[src/rtl/mem_pair_reader_pkg.sv]
// Shared types and helpers for the mem1/mem2 lockstep read sequencer.
// Imported by the reader top and its pair FIFO.
package mem_pair_reader_pkg;

   function automatic int clog2(input int v);
      int r;
      r = 0;
      for (int i = 0; (1 << i) < v; i++) r = i + 1;
      return (r == 0) ? 1 : r;
   endfunction

   function automatic int pair_w(input int dw);
      return 2 * dw + 1;
   endfunction

   typedef enum logic [1:0] {
      IDLE  = 2'd0,
      READ  = 2'd1,
      DRAIN = 2'd2,
      FIN   = 2'd3
   } state_e;

   localparam int DATA_WIDTH_DEF = 8;
   localparam int PAIR_W = pair_w(DATA_WIDTH_DEF);

endpackage

[src/rtl/mem_pair_reader_fifo.sv]
// Synchronous FIFO holding {last, a, b} pair words; depth must be a power of 2.
// Push and pop may occur together; the caller guarantees no overflow/underflow.
module pair_fifo
   import mem_pair_reader_pkg::*;
#(
   parameter int DEPTH = 4,
   parameter int WIDTH = PAIR_W
) (
   input  logic                       clk,
   input  logic                       rst_n,
   input  logic                       push_i,
   input  logic [WIDTH-1:0]           din_i,
   input  logic                       pop_i,
   output logic [WIDTH-1:0]           head_o,
   output logic [clog2(DEPTH+1)-1:0]  count_o,
   output logic                       empty_o
);

   localparam int PW = clog2(DEPTH);
   localparam int CW = clog2(DEPTH + 1);

   logic [WIDTH-1:0] mem_q [DEPTH];
   logic [PW-1:0]    wr_q, rd_q;
   logic [CW-1:0]    cnt_q, cnt_d;

   always_comb begin
      cnt_d = cnt_q;
      if (push_i && !pop_i) cnt_d = cnt_q + CW'(1);
      else if (pop_i && !push_i) cnt_d = cnt_q - CW'(1);
   end

   always_ff @(posedge clk or negedge rst_n) begin
      if (!rst_n) begin
         for (int i = 0; i < DEPTH; i++) mem_q[i] <= '0;
         wr_q  <= '0;
         rd_q  <= '0;
         cnt_q <= '0;
      end else begin
         if (push_i) begin
            mem_q[wr_q] <= din_i;
            wr_q        <= wr_q + PW'(1);
         end
         if (pop_i) rd_q <= rd_q + PW'(1);
         cnt_q <= cnt_d;
      end
   end

   assign head_o  = mem_q[rd_q];
   assign count_o = cnt_q;
   assign empty_o = (cnt_q == '0);

endmodule

[src/rtl/mem_pair_reader.sv]
// Lockstep reader for mem1/mem2: issues credit-limited reads, absorbs the
// 1-cycle read latency and streams (a,b,last) pairs over valid/ready.
module mem_pair_reader
   import mem_pair_reader_pkg::*;
#(
   parameter int DATA_WIDTH  = 8,
   parameter int VETOR_WIDTH = 4,
   parameter int DEPTH       = VETOR_WIDTH * DATA_WIDTH,
   parameter int ADDR_WIDTH  = clog2(DEPTH),
   parameter int FIFO_DEPTH  = 4
) (
   input  logic                  clk,
   input  logic                  rst_n,
   input  logic                  start,
   input  logic [ADDR_WIDTH-1:0] base_addr,
   input  logic [ADDR_WIDTH:0]   len,
   output logic                  busy,
   output logic                  done,
   output logic                  rd_en_a,
   output logic [ADDR_WIDTH-1:0] rd_addr_a,
   input  logic [DATA_WIDTH-1:0] din_a,
   output logic                  rd_en_b,
   output logic [ADDR_WIDTH-1:0] rd_addr_b,
   input  logic [DATA_WIDTH-1:0] din_b,
   output logic                  m_valid,
   input  logic                  m_ready,
   output logic [DATA_WIDTH-1:0] m_a,
   output logic [DATA_WIDTH-1:0] m_b,
   output logic                  m_last
);

   localparam int PW = pair_w(DATA_WIDTH);
   localparam int CW = clog2(FIFO_DEPTH + 1);
   localparam int AW = ADDR_WIDTH;

   state_e        state_q, state_d;
   logic [AW-1:0] addr_q, addr_d;
   logic [AW:0]   rem_q, rem_d;
   logic          infl_q, last_q;

   logic [CW-1:0] fifo_cnt;
   logic [CW:0]   used;
   logic [PW-1:0] head;
   logic          fifo_empty;
   logic          rd_en;
   logic          pop;

   // Credit: buffered pairs plus the one possibly in flight must fit.
   assign used  = {1'b0, fifo_cnt} + (CW + 1)'(infl_q);
   assign rd_en = (state_q == READ) && (used < (CW + 1)'(FIFO_DEPTH));
   assign pop   = m_valid && m_ready;

   always_comb begin
      state_d = state_q;
      addr_d  = addr_q;
      rem_d   = rem_q;
      unique case (state_q)
         IDLE: begin
            if (start) begin
               addr_d  = base_addr;
               rem_d   = len;
               state_d = (len == '0) ? FIN : READ;
            end
         end
         READ: begin
            if (rd_en) begin
               addr_d = (addr_q == AW'(DEPTH - 1)) ? '0 : addr_q + AW'(1);
               rem_d  = rem_q - (AW + 1)'(1);
               if (rem_q == (AW + 1)'(1)) state_d = DRAIN;
            end
         end
         DRAIN: begin
            if (pop && m_last) state_d = FIN;
         end
         FIN: state_d = IDLE;
         default: state_d = IDLE;
      endcase
   end

   always_ff @(posedge clk or negedge rst_n) begin
      if (!rst_n) begin
         state_q <= IDLE;
         addr_q  <= '0;
         rem_q   <= '0;
         infl_q  <= 1'b0;
         last_q  <= 1'b0;
      end else begin
         state_q <= state_d;
         addr_q  <= addr_d;
         rem_q   <= rem_d;
         infl_q  <= rd_en;
         last_q  <= rd_en && (rem_q == (AW + 1)'(1));
      end
   end

   pair_fifo #(
      .DEPTH (FIFO_DEPTH),
      .WIDTH (PW)
   ) u_fifo (
      .clk     (clk),
      .rst_n   (rst_n),
      .push_i  (infl_q),
      .din_i   ({last_q, din_a, din_b}),
      .pop_i   (pop),
      .head_o  (head),
      .count_o (fifo_cnt),
      .empty_o (fifo_empty)
   );

   assign busy      = (state_q == READ) || (state_q == DRAIN);
   assign done      = (state_q == FIN);
   assign rd_en_a   = rd_en;
   assign rd_en_b   = rd_en;
   assign rd_addr_a = addr_q;
   assign rd_addr_b = addr_q;
   assign m_valid   = !fifo_empty;
   assign m_last    = head[PW-1];
   assign m_a       = head[2*DATA_WIDTH-1:DATA_WIDTH];
   assign m_b       = head[DATA_WIDTH-1:0];

endmodule
[config.mk]
export PLATFORM = sky130hd
export DESIGN_NAME = mem_pair_reader
export DESIGN_NICKNAME = d
export VERILOG_FILES = /design/src/rtl/mem_pair_reader_pkg.sv /design/src/rtl/mem_pair_reader_fifo.sv /design/src/rtl/mem_pair_reader.sv
export SDC_FILE = /design/constraint.sdc
export NUM_CORES = 1
export LEC_CHECK = 0
export ABC_AREA = 1
export CORE_UTILIZATION = 25
export CTS_BUF_LIST = sky130_fd_sc_hd__clkbuf_8
export DETAILED_ROUTE_END_ITERATION = 16
export SYNTH_ARGS = -nofsm -noshare
export SYNTH_HDL_FRONTEND = slang
export SYNTH_SLANG_ARGS = --single-unit
[constraint.sdc]
create_clock -name clk -period 2.5 [get_ports clk]
set_clock_uncertainty 0.15 [all_clocks]
set_input_delay 0.5 -clock clk [delete_from_list [all_inputs] [get_ports clk]]
set_output_delay 0.5 -clock clk [all_outputs]
set_load 0.02 [all_outputs]
==> impl_summary.md, run 1 <==
Detailed routing
In this run, the number of DRC markers left after iteration 0 of detailed routing was ~260. The routed wire length per instance is approximately 13 um. For this run, design rule violations remaining after detail routing come to 0.

The count of nets left with antenna violations once routing finished came out at 0. The final route contains ~3,500 vias. The count of TritonRoute iterations in the first routing pass is 5. Wires add up to 10,300 um. Dividing the detail-routed via count by the number of cells gives about 4.4.

Worst setup path
STA puts the critical path data required time at roughly 1.9 ns. The slack of the worst reg-to-reg path is ~0.45 ns. The path type of the worst setup path is register to output port.

Data on the critical path arrives at its endpoint at ~1.7 ns. The delay of the slowest cell on the worst path is about 0.42 ns. The slowest library cell on the worst path is sky130_fd_sc_hd__dfrtp_1.

The critical path goes through inv_2 -> buf_12 -> nor2_1 -> o22ai_1 -> dlygate4sd2_1. The largest fanout of any net on the critical path is 20. The worst setup path is launched from a register. The type of element capturing the critical path is an output port.

GRT
The first global-routing pass estimated 17,200 um of wire. The number of antenna violations at the first check in global routing is 0. The global-route total usage across every layer is 0.123.

The total congestion overflow after global routing is 0. The via count of the first global-routing pass is 3,444. Entering global routing, the biggest net connects 42 pins.

Synthesis
The fraction of synthesized cell area in xor and xnor cells is 0.0100. The post-synthesis adder-cell area fraction is 0.0447. The number of standard cells after synthesis is slightly above 500.

Of the total synthesized cell area, the portion taken by AND, OR, NAND and NOR gates is 0.177. Synthesis instantiated 31 different standard cells from the library. Summed over all instances, the cell type with the most area after synthesis is sky130_fd_sc_hd__dfrtp_1. The synthesized area per cell is between 8 and 9 um^2. Counting every net in the synthesized netlist gives between 500 and 600.

The register bit total from synthesis is 90. For this run, the register share of the synthesized area comes to 0.515. The post-synthesis compound-gate area fraction came to 0.167. Counting flops with an async set or reset pin after synthesis yields a share of 1.00. For this run, the leading register cell type out of synthesis is sky130_fd_sc_hd__dfrtp_1. For this run, the number of Yosys warnings is 0. By area, the combinational part of the netlist is dominated by simple AND/OR/NAND/NOR gates.

Counting flops with a built-in enable in the synthesized netlist gives 0. The top-area cell type share of the netlist area is 0.515. By area the synthesized netlist is led by sky130_fd_sc_hd__dfrtp_1, sky130_fd_sc_hd__o21ai_0, sky130_fd_sc_hd__nand2_1. Summing every instance area after synthesis gives around 0.0044 mm^2. After synthesis, the share of cell area in mux cells is 0.00945.

Power
IR analysis of the VDD net gives a maximum drop of about 610 uV. Summed over all cells, the static leakage comes to approximately 2.6 nW. The total power is approximately 0.0074 W. The total power divided by cell area is 1350 mW/mm^2.

Clocking
The buffer count from post-CTS setup fixing is 0. TritonCTS built the clock tree. The maximum count of clock buffers along a single path is 2.

The clock insertion delay at the later pin of the skew report is 0.36 ns. The tree built by TritonCTS fans out to 90 sinks. The CTS root buffer is sky130_fd_sc_hd__clkbuf_8. The number of clock buffers added by TritonCTS is 9. The CTS clock-pin slew for the worst setup and hold paths is roughly 0.09 ns. The H-tree generated during clock tree synthesis spans 3 levels.

Layout
The signed area change from the synthesized netlist to the final layout is 25.4%. The repair_antennas step left the layout with diodes totalling 0. The layout cell share with drive strength beyond 1 is 0.0947.

The count of filler cells inserted in the layout is approximately 1,800. The net count of the finished layout is between 600 and 700. The footprint of the multi-input gates is 0.00178 mm^2. Summing all flip-flop and latch instances after layout gives 0.00225 mm^2.

Floorplanning
Measured along the x axis, the die boundary spans around 130 um. The floorplan step defined a core boundary enclosing around 0.017 mm^2. The die outline area is roughly 0.018 mm^2.

The initial core utilization is 0.260. 63 I/O pins were placed. The number of rows created at floorplan is 47. The die is around 130 um tall.

STA
The final setup violation count is 0. The max-slew violation count is 0. The number of hold-slack violations in the final timing report was 0. Setup repair after global routing left no endpoint under its margin. The highest attainable clock frequency is between 400 and 500 MHz. The transition at the pin with the smallest max-transition slack is around 0.58 ns. The ratio of final minimum period to clock period is 0.954. The max-slew headroom at the worst pin is 0.614. For the finished layout, the period the worst path requires is 2.39 ns. The sum of negative setup slack is 0 ns.

Min path
In this run the worst hold path is classified as register to register.

Place
The total half-perimeter wirelength after legalization and detailed placement is 7000 um. During placement, the flow inserted port buffers numbering 62. The placer's final routability congestion estimate is about 0.82.

Outcome
The run finished with clean final reports.

Run
The total of max-cap violations is 0.
routing by layer:
| metal | part of all wire | GRT usage | wire length [um] |
|---|---|---|---|
| met5 | 0 | 0 | 0 |
| met4 | 0.0062 | 0.0306 | 64 |
| met3 | 0.054 | 0.0363 | 557 |
| met2 | 0.45 | 0.190 | 4680 |
| met1 | 0.49 | 0.166 | 5010 |
what timing repair did:
action	CTS	global route
endpoints found under the setup margin	19	5
resized for setup	20	6
hold buffers	1	0
hold endpoints to repair	38	0
cells by family (layout without fill, tap and decap cells):
kind of cell | Yosys count | in the layout
buf+inv | 72 | 139
flops | 90 | 90
xor+xnor | 5 | 5
mux | 4 | 4
fa+ha+maj | 15 | 15
simple gates | 190 | 190
compound gates | 138 | 138
per-stage QoR:
stage,cell area [um^2],instances,util,setup slack [ns],hold slack [ns]
finish,5480,801,0.326,0.114,0.338
global route,5480,801,0.326,0.00663,0.363
CTS,5480,801,0.326,0.0172,0.342
detailed placement,5280,784,0.314,0.0803,0.319
global placement,5280,784,0.314,0.0965,0.311
floorplan,4370,514,-,0.347,0.0544
synthesized netlist by cell type (3+ instances only):
cell	number
sky130_fd_sc_hd__a21oi_1	3
sky130_fd_sc_hd__buf_2	19
sky130_fd_sc_hd__buf_4	6
sky130_fd_sc_hd__clkbuf_1	5
sky130_fd_sc_hd__dfrtp_1	90
sky130_fd_sc_hd__ha_1	14
sky130_fd_sc_hd__inv_1	38
sky130_fd_sc_hd__mux2i_1	3
sky130_fd_sc_hd__nand2_1	118
sky130_fd_sc_hd__nand2_2	3
sky130_fd_sc_hd__nand3_1	10
sky130_fd_sc_hd__nor2_1	48
sky130_fd_sc_hd__nor3_1	3
sky130_fd_sc_hd__o21ai_0	113
sky130_fd_sc_hd__o21ai_2	4
sky130_fd_sc_hd__o22ai_1	16
sky130_fd_sc_hd__xor2_1	4
state kept, by name, summed over array words and instances (netlist names):
name / cells
rem_q: 6
u_fifo.count_o: 3
infl_q: 1
rd_addr_a: 5
u_fifo.rd_q: 2
u_fifo.mem_q: 68
last_q: 1
u_fifo.wr_q: 2
state_q: 2
critical path: cells and delay by family, from the launching register on:
family          cells  cell delay [ns]
buf+inv             3             0.68
flops               1             0.42
compound gates      1             0.23
simple gates        1             0.05
power by group:
part | leakage [nW] | internal (W) | total [W] | switching [W]
Combinational | 1.39 | 0.00153 | 0.00373 | 0.00221
Clock | 0.103 | 0.000482 | 0.00105 | 0.000569
Sequential | 1.09 | 0.00217 | 0.00264 | 0.000467
Total | 2.59 | 0.00418 | 0.00742 | 0.00324
placed cells by master (no fill, tap or decap), types with 2 or more instances in the layout:
cell,n
sky130_fd_sc_hd__nand3_1,10
sky130_fd_sc_hd__buf_12,4
sky130_fd_sc_hd__inv_2,2
sky130_fd_sc_hd__nor3_1,3
sky130_fd_sc_hd__inv_6,3
sky130_fd_sc_hd__a21oi_1,3
sky130_fd_sc_hd__clkdlybuf4s50_1,41
sky130_fd_sc_hd__nand2_1,118
sky130_fd_sc_hd__clkbuf_8,9
sky130_fd_sc_hd__o21ai_0,113
sky130_fd_sc_hd__ha_1,14
sky130_fd_sc_hd__o21ai_2,4
sky130_fd_sc_hd__o22ai_1,16
sky130_fd_sc_hd__buf_4,16
sky130_fd_sc_hd__nand2_2,3
sky130_fd_sc_hd__inv_1,38
sky130_fd_sc_hd__dfrtp_1,90
sky130_fd_sc_hd__or2_2,2
sky130_fd_sc_hd__clkdlybuf4s15_1,3
sky130_fd_sc_hd__xor2_1,4
sky130_fd_sc_hd__nor2_2,2
sky130_fd_sc_hd__dlygate4sd2_1,15
sky130_fd_sc_hd__nor2_1,48
sky130_fd_sc_hd__mux2i_1,3
path summary, 6_finish.rpt:
check / start / to / depth (start not counted)
max: u_fifo.rd_q[0]$_DFFE_PN0P_ / m_a[5] / 5
min: u_fifo.mem_q[43]$_DFFE_PN0P_ / u_fifo.mem_q[43]$_DFFE_PN0P_ / 2
max reg2reg: u_fifo.count_o[1]$_DFFE_PN0P_ / u_fifo.count_o[2]$_DFFE_PN0P_ / 9
min reg2reg: u_fifo.mem_q[43]$_DFFE_PN0P_ / u_fifo.mem_q[43]$_DFFE_PN0P_ / 2
max in group asynchronous: rst_n / u_fifo.mem_q[28]$_DFFE_PN0P_ / 3
min in group asynchronous: rst_n / u_fifo.mem_q[42]$_DFFE_PN0P_ / 2
final cells by class:
| class | count | share of cell area |
|---|---|---|
| clock buffers | 9 | 0.0226 |
| clock inverters | 7 | 0.0153 |
| inverters | 40 | 0.0274 |
| multi-input cells | 352 | 0.325 |
| flip-flops and latches | 90 | 0.411 |
| well taps | 220 | 0.0503 |
| repair buffers | 83 | 0.148 |
(Power assumes the default switching activity.)
==> inputs of run 2 (changes only) <==
--- a/config.mk
+++ b/config.mk
@@ -6,9 +6,14 @@
 export NUM_CORES = 1
 export LEC_CHECK = 0
 export ABC_AREA = 1
+export CELL_PAD_IN_SITES_DETAIL_PLACEMENT = 0
+export CELL_PAD_IN_SITES_GLOBAL_PLACEMENT = 2
+export CORE_MARGIN = 10
 export CORE_UTILIZATION = 25
 export CTS_BUF_LIST = sky130_fd_sc_hd__clkbuf_8
+export CTS_CLUSTER_DIAMETER = 100
 export DETAILED_ROUTE_END_ITERATION = 16
+export PLACE_DENSITY_LB_ADDON = 0.1
 export SYNTH_ARGS = -nofsm -noshare
 export SYNTH_HDL_FRONTEND = slang
 export SYNTH_SLANG_ARGS = --single-unit
==> run 2 against run 1 <==
  * First-iteration DRC count shrank 41%
  * Critical path depth is the same
  * Global-route usage shrank 1.6 points
  * Non-clock buffer count grew 1
  * Sequential share of layout area grew 0.46 points
  * Total power shrank 1.8%
  * Sequential power is essentially flat
  * Critical path type unchanged
  * Critical endpoint is now m_b[2]
  * Largest cell class unchanged
==> impl_summary.md, run 2 (same netlist as run 1, synthesis figures left out) <==
GRT
The number of antenna violations at the first check in global routing came to 0 (unchanged). The largest net degree at the start of global routing came to 36 (-14%). The via count of the first global-routing pass was 3,745 (+8.7%). The global-route total usage across every layer came to 0.107 (-0.0155).

The global-route wire length before repair is 20,200 um (+18%). The total congestion overflow after global routing was 0 (unchanged).

Power
The leakage power of the design came to 2.57 nW (-0.68%). The portion of total power attributed to sequential cells is 0.360 (+0.005). The combinational cell fraction of total power is 0.518 (+0.015). The switching part of the total power is 0.443 (+0.00608). The clock share of power is 0.122 (-0.020).

The total power divided by cell area is 1340 mW/mm^2 (-0.73%). The power dissipated by switching net loads is 0.00323 W (-0.46%). The internal portion of total power was 0.00406 W (-2.9%). The largest vdd supply drop is 405 uV (-34%).

Detailed routing
The vias per cell is 4.37 (-0.44%). The total vias in the final route is 3,520 (+0.057%). The number of antenna-violating nets in the routed design came to 0 (unchanged). The routed wire length is 11,900 um (+16%). The detailed router's first-iteration violation count is 155 (-41%). The count of TritonRoute iterations in the first routing pass is 5 (unchanged).

The routed wire length per instance is 14.8 um (+15%). The remaining routing DRC violations came to 0 (unchanged).

Layout
Counting flops per register, the top entry is u_fifo.mem_q. The most common cell after layout, fill and taps aside is sky130_fd_sc_hd__nand2_1. The number of flip-flops in the largest register came to 68 (unchanged). The number of nets in the layout is 623 (+0.16%).

In the layout the commonest cells are sky130_fd_sc_hd__nand2_1, sky130_fd_sc_hd__o21ai_0, sky130_fd_sc_hd__dfrtp_1. The signed area change from the synthesized netlist to the final layout is 24.0%. The number of cells in the finished layout apart from fillers came to 805 (+0.50%).

The antenna cell count is 0 (unchanged). The layout cell share with drive strength beyond 1 is 0.0948 (+0.000163).

Min path
In this run the worst hold path is classified as register to register.

STA
The number of hold-slack violations in the final timing report is 0 (unchanged). The transition at the pin with the smallest max-transition slack is 0.451 ns (-0.127 ns). Setup repair after global routing could not meet its margin everywhere. The sum of negative setup slack came to 0 ns (unchanged). The final hold slack was 0.333 ns (-0.00473 ns). The max-slew violation count came to 0 (unchanged). The max-slew headroom at the worst pin is 0.698 (+0.0843). The final critical-path setup slack came to 0.148 ns (+0.0338 ns). The final setup violation count is 0 (unchanged). The ratio of final minimum period to clock period is 0.941 (-0.0135). The time the worst path needs with I/O delays and setup is 2.35 ns (-0.0338 ns). The highest attainable clock frequency is 425 MHz (+1.4%).

Place
The total placed cells including tap cells came to 790 (+0.77%). The total of buffers placed on input and output ports is 62 (unchanged). The worst setup timing slack at the placement stage was 0.0990 ns (+0.0187 ns).

The total half-perimeter wirelength after legalization and detailed placement is 8200 um (+17%). The placer's final routability congestion estimate is 0.730 (-11%).

Worst setup path
The startpoint class of the critical path is a register. The path type of the worst setup path is register to output port. The required time of the critical path is 1.85 ns (about the same). The type of element capturing the critical path is an output port. The delay of the slowest cell on the worst path is 0.44 ns (+0.02 ns). The largest fanout of any net on the critical path came to 13 (-35%).

The slowest library cell on the worst path is sky130_fd_sc_hd__dfrtp_1. The signal on the critical path passes through inv_2 -> buf_4 -> o21ai_0 -> o22ai_1 -> dlygate4sd2_1. The endpoint arrival time on the critical path is 1.70 ns (-0.04 ns).

Clocking
The TritonCTS buffer count was 9 (unchanged). The maximum level of the CTS H-tree came to 3 (unchanged). The buffer count from post-CTS setup fixing came to 0 (unchanged). The clock insertion delay at the later pin of the skew report is 0.36 ns (about the same).

The CTS clock-pin slew for the worst setup and hold paths came to 0.09 ns (about the same). The clock tree from TritonCTS is yes. The CTS root buffer is sky130_fd_sc_hd__clkbuf_8.

The sink count of the clock tree is 90 (unchanged). The maximum count of clock buffers along a single path is 2 (unchanged).

Floorplanning
The number of rows created at floorplan was 48 (+2.1%). The core area is 0.0172 mm^2 (+2.5%). The number of ports placed on the die boundary came to 63 (unchanged).

The die outline area is 0.0232 mm^2 (+29%). The initial core utilization is 0.253 (-0.00630). The chip height is 152 um (+13%). The width of the chip is 152 um (+13%).

Run
The total of max-cap violations is 0 (unchanged).

Outcome
The flow ran to the end, and the final reports show no timing, DRC or antenna violations.
==> run 2: metal layers <==
layer,part of all wire,vias up,GRT usage
met1,0.48,1658,0.138
met3,0.039,12,0.0231
met5,0,-,0
li1,-,1786,-
met4,0.013,0,0.0413
met2,0.46,64,0.171
==> run 2: worst paths after layout <==
kind | end | from | depth (start not counted) | slack, ns
min in group asynchronous | u_fifo.mem_q[55]$_DFFE_PN0P_ | rst_n | 2 | 0.43
worst min-delay path | u_fifo.mem_q[26]$_DFFE_PN0P_ | u_fifo.mem_q[26]$_DFFE_PN0P_ | 2 | 0.33
max in group asynchronous | rem_q[5]$_DFFE_PN0P_ | rst_n | 3 | 1.19
worst max register to register | u_fifo.count_o[2]$_DFFE_PN0P_ | u_fifo.count_o[1]$_DFFE_PN0P_ | 9 | 0.46
worst max-delay path | m_b[2] | u_fifo.rd_q[0]$_DFFE_PN0P_ | 5 | 0.15
worst min register to register | u_fifo.mem_q[26]$_DFFE_PN0P_ | u_fifo.mem_q[26]$_DFFE_PN0P_ | 2 | 0.33
==> run 2: through the flow <==
step           area [um^2]   util  power (W)
2_1_floorplan         4370      -    0.00520
3_3_place_gp          5280  0.306    0.00670
3_5_place_dp          5280  0.306    0.00673
4_1_cts               5420  0.315    0.00747
5_1_grt               5420  0.314    0.00806
6_report              5420  0.314    0.00728
==> run 2: final cells by class <==
| class | count | area [um^2] |
|---|---|---|
| clock buffers | 10 | 138 |
| flip-flops and latches | 90 | 2250 |
| fillers | 1852 | 11800 |
| inverters | 40 | 150 |
| multi-input cells | 352 | 1780 |
| clock inverters | 4 | 20.0 |
| repair buffers | 84 | 795 |
| well taps | 225 | 282 |
==> run 2: power groups by stage <==
| stage | combinational, W | sequential (W) | clock, W |
|---|---|---|---|
| floorplan | 0.00263 | 0.00257 | 0 |
| global placement | 0.00405 | 0.00265 | 0 |
| detailed placement | 0.00408 | 0.00265 | 0 |
| CTS | 0.00390 | 0.00263 | 0.000947 |
| global route | 0.00432 | 0.00273 | 0.00100 |
| finish | 0.00377 | 0.00262 | 0.000888 |
==> run 2: critical path: cells and delay by family, from the launching register on <==
kind	cells	cell delay, ns
buf+inv	3	0.66
flops	1	0.44
compound gates	2	0.25
==> run 2: timing repair <==
item                                    4_1_cts  5_1_grt
hold buffers                                  1        0
hold endpoints to repair                     20        0
endpoints found under the setup margin       19        4
resized for setup                            19        5
==> inputs of run 3 (changes only) <==
--- a/config.mk
+++ b/config.mk
@@ -12,8 +12,9 @@
 export CORE_UTILIZATION = 25
 export CTS_BUF_LIST = sky130_fd_sc_hd__clkbuf_8
 export CTS_CLUSTER_DIAMETER = 100
+export CTS_CLUSTER_SIZE = 12
 export DETAILED_ROUTE_END_ITERATION = 16
-export PLACE_DENSITY_LB_ADDON = 0.1
+export PLACE_DENSITY = 0.72
 export SYNTH_ARGS = -nofsm -noshare
 export SYNTH_HDL_FRONTEND = slang
 export SYNTH_SLANG_ARGS = --single-unit
==> run 3 against run 2 <==
  * Global-route usage shrank 0.81 points
  * Combinational power is essentially flat
  * Largest cell class unchanged
  * Total power grew 0.58%
  * Highest routed layer unchanged
  * Register-to-register slack lost 0.02 ns
  * Cell count shrank 0.12%
  * Sequential power is essentially flat
==> impl_summary.md, run 3 (same netlist as run 1, synthesis figures left out) <==
Outcome
The flow ran to the end, and the final reports show no timing, DRC or antenna violations.

Layout
The antenna cell count came to 0 (unchanged). The number of cells in the finished layout apart from fillers is 804 (-0.12%). In the layout the commonest cells are sky130_fd_sc_hd__nand2_1, sky130_fd_sc_hd__o21ai_0, sky130_fd_sc_hd__dfrtp_1.

The signed area change from the synthesized netlist to the final layout was 24.0% (unchanged). Leaving out fill and tap cells, the most frequent cell in the layout is sky130_fd_sc_hd__nand2_1. The number of nets in the layout was 621 (-0.32%). The number of flip-flops in the largest register is 68 (unchanged). The layout cell share with drive strength beyond 1 is 0.0915 (-0.00329). The count of filler cells inserted in the layout was 1,817 (-1.9%). The register ranked first by flip-flop count is u_fifo.mem_q.

The post-layout utilization of the core is 0.314 (unchanged).

Worst setup path
The required time of the critical path is 1.85 ns (about the same). The largest fanout of any net on the critical path is 9 (-4). The worst-case reg-to-reg path depth is 9 (unchanged). The path type of the worst setup path is register to output port. The endpoint arrival time on the critical path is 1.74 ns (+0.04 ns). The startpoint of the worst register-to-register path is u_fifo.count_o[1]$_DFFE_PN0P_. The worst register-to-register path ends at u_fifo.count_o[2]$_DFFE_PN0P_. The slack of the worst reg-to-reg path is 0.44 ns (-0.02 ns). STA classifies the critical path startpoint as a register. STA classifies the critical path endpoint as an output port.

GRT
The global-route wire length before repair is 18,800 um (-6.9%). The total congestion overflow after global routing is 0 (unchanged). The largest net degree at the start of global routing came to 49 (+36%). The global-route total usage across every layer was 0.0989 (-0.00807). The number of antenna violations at the first check in global routing is 0 (unchanged). The via count of the first global-routing pass was 3,598 (-3.9%).

STA
Setup repair after global routing left no endpoint under its margin. The ratio of final minimum period to clock period is 0.955 (+0.0139). The time the worst path needs with I/O delays and setup is 2.39 ns (+0.0347 ns). The transition at the pin with the smallest max-transition slack is 0.671 ns (+0.219 ns). The max-slew violation count was 0 (unchanged).

The final hold slack is 0.00573 ns (-0.327 ns). The max-slew headroom at the worst pin is 0.553 (-0.145). The highest attainable clock frequency is 419 MHz (-1.5%). The number of hold-slack violations in the final timing report was 0 (unchanged).

The sum of negative setup slack was 0 ns (unchanged). The final setup violation count is 0 (unchanged).

Place
The placer's final routability congestion estimate is 0.760 (+4.0%). The total half-perimeter wirelength after legalization and detailed placement is 8050 um (-1.8%). The total placed cells including tap cells was 789 (-0.13%). The total of buffers placed on input and output ports is 62 (unchanged).

Clocking
The CTS root buffer is sky130_fd_sc_hd__clkbuf_8. The maximum count of clock buffers along a single path is 2 (unchanged). The clock insertion delay at the later pin of the skew report is 0.37 ns (about the same).

The sink count of the clock tree is 90 (unchanged). The TritonCTS buffer count is 9 (unchanged). TritonCTS built the clock tree. The CTS clock-pin slew for the worst setup and hold paths came to 0.09 ns (about the same).

The maximum level of the CTS H-tree came to 3 (unchanged).

Power
The leakage power of the design was 2.54 nW (-0.93%). The total power came to 0.00733 W (+0.58%). The largest vdd supply drop is 513 uV (+27%). The total power divided by cell area came to 1350 mW/mm^2 (+0.58%).

Floorplanning
The initial core utilization is 0.253 (unchanged). The core area came to 0.0172 mm^2 (unchanged). The width of the chip is 152 um (unchanged). The number of rows created at floorplan came to 48 (unchanged). The chip height is 152 um (unchanged). The die outline area was 0.0232 mm^2 (unchanged). The number of ports placed on the die boundary came to 63 (unchanged).

Run
The total of max-cap violations was 0 (unchanged).

Min path
The kind of path behind the tightest hold check is primary input to asynchronous set/reset pin.

Detailed routing
The vias per cell came to 4.40 (+0.72%). The remaining routing DRC violations is 0 (unchanged). The routed wire length came to 11,500 um (-3.6%).

The total vias in the final route was 3,541 (+0.60%). The routed wire length per instance is 14.3 um (-3.5%). The count of TritonRoute iterations in the first routing pass is 4 (-1). The detailed router's first-iteration violation count is 235 (+52%). The number of antenna-violating nets in the routed design is 0 (unchanged).
## run 3: how the worst max path moves through the flow
stage / startpoint / end / slack (ns) / cells past startpoint
final: u_fifo.rd_q[1]$_DFFE_PN0P_ / m_a[0] / 0.11 / 5
after global routing: u_fifo.rd_q[1]$_DFFE_PN0P_ / m_a[3] / 0.004 / 5
after CTS: u_fifo.rd_q[1]$_DFFE_PN0P_ / m_a[3] / 0.09 / 5
after detailed placement: m_ready / u_fifo.count_o[1]$_DFFE_PN0P_ / 0.08 / 8
after global placement: m_ready / u_fifo.count_o[1]$_DFFE_PN0P_ / 0.11 / 8
after floorplan: state_q[1]$_DFFE_PN0P_ / rd_en_b / 0.35 / 6
## run 3: area by class of cell
cell class / count / area [um^2] / area share
Clock buffer: 11 / 151 / 0.0279
Clock inverter: 4 / 27.5 / 0.00508
Inverter: 40 / 150 / 0.0277
Multi-Input combinational cell: 352 / 1780 / 0.329
Sequential cell: 90 / 2250 / 0.416
Tap cell: 225 / 282 / 0.0520
Timing Repair Buffer: 82 / 773 / 0.143
## run 3: repair_timing
item | 4_1_cts | 5_1_grt
gates resized for setup | 21 | 1
setup buffers | 0 | 0
hold buffers | 0 | 0
endpoints found under the setup margin | 20 | 1
## run 3: worst max-delay path, cell delays in order, from the launching register on
cell and delay [ns]:
sky130_fd_sc_hd__dfrtp_1 0.44, sky130_fd_sc_hd__inv_1 0.09, sky130_fd_sc_hd__buf_4 0.17, sky130_fd_sc_hd__o21ai_0 0.10, sky130_fd_sc_hd__o22ai_1 0.19, sky130_fd_sc_hd__dlygate4sd2_1 0.37
## run 3: power breakdown
group          internal [W]  switching (W)
combinational       0.00150        0.00226
sequential          0.00217       0.000463
clock              0.000408       0.000527
total               0.00408        0.00325
## run 3: layer usage
metal | GRT usage | part of all wire
met1 | 0.129 | 0.49
met2 | 0.150 | 0.44
met3 | 0.0378 | 0.055
met4 | 0.0261 | 0.0089
met5 | 0 | 0
## run 3: through the flow
step           cell area [um^2]  setup WS [ns]
3_5_place_dp               5260         0.0821
3_3_place_gp               5260          0.113
4_1_cts                    5420         0.0911
6_report                   5420          0.114
5_1_grt                    5420        0.00360
2_1_floorplan              4370          0.347
